[src/rtl/pixel_frame_sequencer.sv]
// Pixel-array frame sequencer: erase -> expose -> convert (Gray ramp) -> read, then streams one buffered frame on AXI-Stream.
// Ports: clk/rst (async, active-high); trigger/continuous/expose_cycles control; erase/expose/convert/read/pixeladdr/ramp_code
//   drive the array; pixel_data is the Gray-coded array return; m_t* is the AXIS master; busy/frame_cnt are status.
// Optional PIXSEQ_TEST_PATTERN_EN adds test_mode: the buffer is filled with the pixel index instead of array data.
// All outputs are registered; latency trigger->erase is one cycle; SEND stalls indefinitely under m_tready=0.
module pixel_frame_sequencer #(
  parameter int ROWS         = 4,
  parameter int COLUMNS      = 4,
  parameter int DATA_W       = 8,
  parameter int ERASE_CYCLES = 5,
  parameter int READ_CYCLES  = 5,
  parameter int ADDR_W       = (ROWS * COLUMNS > 1) ? $clog2(ROWS * COLUMNS) : 1
) (
  input  logic              clk,
  input  logic              rst,
  input  logic              trigger,
  input  logic              continuous,
  input  logic [15:0]       expose_cycles,
`ifdef PIXSEQ_TEST_PATTERN_EN
  input  logic              test_mode,
`endif
  output logic              erase,
  output logic              expose,
  output logic              convert,
  output logic              read,
  output logic [ADDR_W-1:0] pixeladdr,
  output logic [DATA_W-1:0] ramp_code,
  input  logic [DATA_W-1:0] pixel_data,
  output logic              m_tvalid,
  input  logic              m_tready,
  output logic [DATA_W-1:0] m_tdata,
  output logic              m_tlast,
  output logic              busy,
  output logic [15:0]       frame_cnt
);

  localparam int          NPIX       = ROWS * COLUMNS;
  localparam [ADDR_W-1:0] LAST_PIX   = ADDR_W'(NPIX - 1);
  localparam [31:0]       ERASE_LAST = 32'(ERASE_CYCLES - 1);
  localparam [31:0]       READ_LAST  = 32'(READ_CYCLES - 1);
  localparam [31:0]       CONV_LAST  = 32'((64'd1 << DATA_W) - 64'd1);

  typedef enum logic [2:0] {S_IDLE, S_ERASE, S_EXPOSE, S_CONVERT, S_READ, S_SEND} state_t;

  state_t              state, state_nxt;
  logic [31:0]         cnt, cnt_nxt;          // cycle count within the current phase / read slot
  logic [ADDR_W-1:0]   idx, idx_nxt;          // pixel index for READ and SEND
  logic [15:0]         exp_len, exp_last;
  logic                latch, frame_done, buf_we;
  logic [DATA_W-1:0]   buf_wdata;
  logic [DATA_W-1:0]   buffer [NPIX];

  logic                erase_d, expose_d, convert_d, read_d, tvalid_d, tlast_d, busy_d;
  logic [ADDR_W-1:0]   addr_d;
  logic [DATA_W-1:0]   ramp_d, tdata_d;
  logic [15:0]         frame_cnt_d;

  function automatic logic [DATA_W-1:0] gray2bin(input logic [DATA_W-1:0] g);
    logic [DATA_W-1:0] b;
    b[DATA_W-1] = g[DATA_W-1];
    for (int i = DATA_W - 2; i >= 0; i--) b[i] = b[i+1] ^ g[i];
    return b;
  endfunction

  // An exposure length of 0 behaves as 1
  assign exp_last = (exp_len == 16'd0) ? 16'd0 : exp_len - 16'd1;

`ifdef PIXSEQ_TEST_PATTERN_EN
  logic                     test_q;
  logic [ADDR_W+DATA_W-1:0] idx_ext;
  assign idx_ext = {{DATA_W{1'b0}}, idx};
`endif

  always_comb begin
    buf_wdata = gray2bin(pixel_data);
`ifdef PIXSEQ_TEST_PATTERN_EN
    if (test_q) buf_wdata = idx_ext[DATA_W-1:0];
`endif
  end

  // State, phase counter and output registers
  always_ff @(posedge clk or posedge rst) begin
    if (rst) begin
      state     <= S_IDLE;
      cnt       <= '0;
      idx       <= '0;
      exp_len   <= '0;
      erase     <= 1'b0;
      expose    <= 1'b0;
      convert   <= 1'b0;
      read      <= 1'b0;
      pixeladdr <= '0;
      ramp_code <= '0;
      m_tvalid  <= 1'b0;
      m_tdata   <= '0;
      m_tlast   <= 1'b0;
      busy      <= 1'b0;
      frame_cnt <= '0;
`ifdef PIXSEQ_TEST_PATTERN_EN
      test_q    <= 1'b0;
`endif
    end else begin
      state     <= state_nxt;
      cnt       <= cnt_nxt;
      idx       <= idx_nxt;
      if (latch) exp_len <= expose_cycles;
`ifdef PIXSEQ_TEST_PATTERN_EN
      if (latch) test_q <= test_mode;
`endif
      erase     <= erase_d;
      expose    <= expose_d;
      convert   <= convert_d;
      read      <= read_d;
      pixeladdr <= addr_d;
      ramp_code <= ramp_d;
      m_tvalid  <= tvalid_d;
      m_tdata   <= tdata_d;
      m_tlast   <= tlast_d;
      busy      <= busy_d;
      frame_cnt <= frame_cnt_d;
    end
  end

  // Frame buffer: contents are don't-care after reset
  always_ff @(posedge clk) begin
    if (buf_we) buffer[idx] <= buf_wdata;
  end

  // Next-state logic
  always_comb begin
    state_nxt  = state;
    cnt_nxt    = cnt + 32'd1;
    idx_nxt    = idx;
    latch      = 1'b0;
    frame_done = 1'b0;
    buf_we     = 1'b0;
    case (state)
      S_IDLE: begin
        cnt_nxt = '0;
        idx_nxt = '0;
        if (trigger) begin
          state_nxt = S_ERASE;
          latch     = 1'b1;
        end
      end
      S_ERASE: if (cnt == ERASE_LAST) begin
        state_nxt = S_EXPOSE;
        cnt_nxt   = '0;
      end
      S_EXPOSE: if (cnt == {16'd0, exp_last}) begin
        state_nxt = S_CONVERT;
        cnt_nxt   = '0;
      end
      S_CONVERT: if (cnt == CONV_LAST) begin
        state_nxt = S_READ;
        cnt_nxt   = '0;
        idx_nxt   = '0;
      end
      S_READ: if (cnt == READ_LAST) begin
        buf_we  = 1'b1;
        cnt_nxt = '0;
        if (idx == LAST_PIX) begin
          state_nxt = S_SEND;
          idx_nxt   = '0;
        end else begin
          idx_nxt = idx + ADDR_W'(1);
        end
      end
      S_SEND: begin
        cnt_nxt = '0;
        if (m_tvalid && m_tready) begin
          if (idx == LAST_PIX) begin
            frame_done = 1'b1;
            idx_nxt    = '0;
            if (continuous) begin
              state_nxt = S_ERASE;
              latch     = 1'b1;
            end else begin
              state_nxt = S_IDLE;
            end
          end else begin
            idx_nxt = idx + ADDR_W'(1);
          end
        end
      end
      default: state_nxt = S_IDLE;
    endcase
  end

  // Output logic: computed from the next state so every registered output lines up with its state
  always_comb begin
    erase_d     = (state_nxt == S_ERASE);
    expose_d    = (state_nxt == S_EXPOSE);
    convert_d   = (state_nxt == S_CONVERT);
    read_d      = (state_nxt == S_READ);
    busy_d      = (state_nxt != S_IDLE);
    tvalid_d    = (state_nxt == S_SEND);
    ramp_d      = convert_d ? (cnt_nxt[DATA_W-1:0] ^ (cnt_nxt[DATA_W-1:0] >> 1)) : '0;
    addr_d      = read_d ? idx_nxt : '0;
    tdata_d     = '0;
    tlast_d     = 1'b0;
    if (tvalid_d) begin
      // Bypass covers a single-pixel frame, where the only write lands on the same edge as the first read
      tdata_d = (buf_we && (idx_nxt == idx)) ? buf_wdata : buffer[idx_nxt];
      tlast_d = (idx_nxt == LAST_PIX);
    end
    frame_cnt_d = frame_done ? frame_cnt + 16'd1 : frame_cnt;
  end

endmodule
[config.mk]
export PLATFORM = sky130hd
export DESIGN_NAME = pixel_frame_sequencer
export DESIGN_NICKNAME = d
export VERILOG_FILES = /design/src/rtl/pixel_frame_sequencer.sv
export SDC_FILE = /design/constraint.sdc
export NUM_CORES = 1
export LEC_CHECK = 0
export CAP_MARGIN = 20
export CORE_ASPECT_RATIO = 0.7
export CORE_UTILIZATION = 45
export DETAILED_ROUTE_END_ITERATION = 6
export GPL_TIMING_DRIVEN = 0
export PLACE_DENSITY = 0.72
export SYNTH_ARGS = -nofsm -noshare
export SYNTH_HDL_FRONTEND = slang
export SYNTH_SLANG_ARGS = --single-unit
[constraint.sdc]
create_clock -name clk -period 5.88 [get_ports clk]
set_clock_uncertainty 0.05 [all_clocks]
set_input_delay 1.764 -clock clk [delete_from_list [all_inputs] [get_ports clk]]
set_output_delay 1.764 -clock clk [all_outputs]
set_load 0.1 [all_outputs]
==> impl_metrics.env <==
export IMPL_status="finished, final reports clean"
export IMPL_path_delay_family="XOR/XNOR gates"
export IMPL_hold_viol=0
export IMPL_ant_nets=0
export IMPL_cp_arrival_ps=5660
export IMPL_crit_path_end_kind="flip-flop"
export IMPL_max_freq_ghz=0.182
export IMPL_switchingPower_mw=0.698
export IMPL_drive_above_1_share_pct=14.0
export IMPL_post_cts_buffers=0
export IMPL_port_buffer_count=71
export IMPL_ff2ff_setup_slack_ps=1910
export IMPL_hold_end="frame_cnt[15]"
export IMPL_seq_power_share_pct=52.7
export IMPL_start_util_pct=45.9
export IMPL_clk_pin_slew_worst_paths_ps=60
export IMPL_cp_slowest_stage_delay_ps=880
export IMPL_pwr_share_clk_pct=43.8
export IMPL_layout_nets=990
export IMPL_cts_buffers=23
export IMPL_finalCriticalPeriod_ps=5510
export IMPL_yosys_most_used_dff="edfxtp_1"
export IMPL_post_route_period_util_pct=93.7
export IMPL_total_power_mw=3.29
export IMPL_sw_frac_of_total_pct=21.2
export IMPL_dpl_cell_count=1240
export IMPL_crit_top_cell="xor2_1"
export IMPL_pin_count=72
export IMPL_tightestPinTransition_ps=1060
export IMPL_clock_latency_ps=520
export IMPL_fin_cells=1282
export IMPL_synth_top_area_share_pct=37.0
export IMPL_routabilityCongestion=0.861
export IMPL_area_growth_synth_to_final_pct=19.2
export IMPL_relSlewSlack_pct=29.0
export IMPL_wl_mm=23.2
export IMPL_grt_pass1_vias=6775
export IMPL_internal_power_mw=2.59
export IMPL_ys_ff_latch=226
export IMPL_start_kind="input port"
export IMPL_critPathSlowestCell="clkdlybuf4s50_1"
export IMPL_grt_max_degree=74
export IMPL_synthArstFlopShare_pct=43.4
export IMPL_cp_max_fo=17
export IMPL_power_frac_comb_pct=3.6
export IMPL_yosysTopAreaCell="edfxtp_1"
export IMPL_htree_levels=1
export IMPL_netlist_instances=849
export IMPL_hp_start="frame_cnt[15]"
export IMPL_numClockSinks=226
export IMPL_yosys_top_cells_area="edfxtp_1 37%, dfrtp_1 24%, mux2_2 5.1%, nor2_1 3.1%, xnor2_1 3.1%"
export IMPL_wire_per_inst_um=18.1
export IMPL_drv_slew=0
export IMPL_core_area_um2=22700
export IMPL_track_usage_pct=20.1
export IMPL_cts_tree="yes"
export IMPL_setup_violations=0
export IMPL_vias_per_cell=5.52
export IMPL_syn_nets=886
export IMPL_synth_edf_count=128
export IMPL_crit_buf_inv=1
export IMPL_netlist_area_um2=10400
export IMPL_placementRows=46
export IMPL_r2r_end="m_tdata[1]"
export IMPL_leakagePower_nw=4.62
export IMPL_ctsHoldBuffers=0
export IMPL_avgSynthCellArea_um2=12.2
export IMPL_reg2reg_depth=10
export IMPL_hold_class="flip-flop to flip-flop"
export IMPL_critical_path_class="input port to flip-flop"
export IMPL_cp_startpoint="pixel_data[7]"
export IMPL_hpwl_mm=16.2
export IMPL_rsz0062_at_grt="false"
export IMPL_clk_path_buf_depth=3
export IMPL_maxCapViolCount=0
export IMPL_die_area_um2=23700
export IMPL_crit_chain="clkdlybuf4s50_1 > xor2_2 > xnor2_1 > xor2_1 > xor2_1 > xor2_1 > xnor2_2 > xor2_2"
export IMPL_yosysUniqueCellTypes=69
export IMPL_drt_iter0_drc=624
export IMPL_grt_pass1_wl_mm=37.1
export IMPL_grt_ovfl_total=0
export IMPL_drc_errors=0
export IMPL_worstReg2RegStart="cnt[25]"
export IMPL_dieHeight_um=129
export IMPL_p_per_area_nw_per_um2=265
export IMPL_grt_antenna_before_repair=0
export IMPL_antenna_cells=0
export IMPL_vias=7082
export IMPL_yosysSeqAreaShare_pct=60.5
export IMPL_yosysWarnings=0
export IMPL_fp_dieW_um=184
export IMPL_cp_required_ps=6030
export IMPL_firstDrtPassIters=6
export IMPL_cts_root_buf="clkbuf_16"
export IMPL_min_path_cells=1
export IMPL_irDropWorstVdd_mv=0.189
[kinds of logic after synthesis]
kind of cell / after synthesis / synth area share (%)
AOI/OAI and AO/OA: 108 / 7.29
xor gates and xnor gates: 74 / 6.23
adders and majority gates: 8 / 0.963
buffers and inverters: 68 / 3.10
DFF: 226 / 60.5
muxes: 77 / 7.99
and+or+nand+nor: 288 / 13.9
[through the flow]
stage          utilization (%)  hold WS (ps)  TNS [ps]  area [um2]  setup slack, ps
5_1_grt                   54.7           448         0       12400              108
3_5_place_dp              51.3           416     -9660       11600             -605
4_1_cts                   54.7           427         0       12400              319
6_report                  54.7           425         0       12400              372
2_1_floorplan                -           456         0       10400             1270
3_3_place_gp              50.7           406    -27490       11500            -1310
[layer usage]
metal | global-route usage, % | wire (um) | up-vias
li1 | - | - | 3308
met1 | 31.9 | 11500 | 3478
met2 | 28.5 | 9620 | 266
met3 | 2.84 | 1540 | 30
met4 | 5.69 | 501 | 0
met5 | 0 | 0 | -
[cell usage after synthesis (all sizes together), types with 4 or more instances]
| cell | n |
|---|---|
| a211oi | 12 |
| a21oi | 17 |
| a221oi | 8 |
| a31o | 9 |
| and2 | 4 |
| and3 | 9 |
| buf | 19 |
| clkbuf | 23 |
| dfrtp | 98 |
| edfxtp | 128 |
| ha | 8 |
| inv | 25 |
| mux2 | 48 |
| mux2i | 29 |
| nand2 | 57 |
| nand2b | 5 |
| nand3 | 29 |
| nand4 | 16 |
| nor2 | 87 |
| nor2b | 13 |
| nor3 | 28 |
| nor4 | 20 |
| o21ai | 17 |
| o22ai | 18 |
| or2 | 4 |
| or3 | 5 |
| xnor2 | 37 |
| xor2 | 37 |
[registers in the layout (all words and copies together) (netlist names), 3 cells and up]
register   count
m_tdata        8
cnt           32
buffer       128
frame_cnt     16
idx            4
state          3
pixeladdr      4
ramp_code      8
exp_len       16
[area by class of cell]
class | count | area (um2)
well taps | 312 | 390
multi-input cells | 555 | 3850
clock buffers | 34 | 664
plain buffers | 42 | 225
inverters | 26 | 100
fillers | 1910 | 10300
flip-flops and latches | 226 | 6300
repair buffers | 79 | 786
clock inverters | 8 | 77.6
[power groups by stage]
stage | Combinational (mW) | Sequential, mW | Clock (mW)
global route | 0.130 | 1.73 | 1.51
finish | 0.117 | 1.73 | 1.44
CTS | 0.120 | 1.73 | 1.46
detailed placement | 0.118 | 1.76 | 0
global placement | 0.108 | 1.77 | 0
floorplan | 0.0498 | 1.76 | 0
[cell usage in the layout, fill, tap and decap left out, drive strengths merged, types with 29 or more instances in the layout]
cell type,instances
clkbuf,57
clkdlybuf4s50,71
mux2i,29
mux2,48
nor2,87
dfrtp,98
edfxtp,128
xor2,37
nand3,29
nand2,57
xnor2,37
[timing repair]
item	in CTS	in global routing
hold endpoints to repair	0	0
resized for setup	1	0
endpoints found under the setup margin	16	0
[how the worst max path moves through the flow]
| stage | endpoint | slack, ps | cells after the start |
|---|---|---|---|
| 2_1_floorplan | buffer[0][0] | 1270 | 7 |
| 3_3_place_gp | buffer[0][0] | -1310 | 8 |
| 3_5_place_dp | buffer[0][0] | -600 | 8 |
| 4_1_cts | buffer[3][0] | 320 | 8 |
| 5_1_grt | buffer[3][0] | 110 | 8 |
| 6_report | buffer[3][0] | 370 | 8 |
No activity file was read; power rests on OpenSTA's default activity.
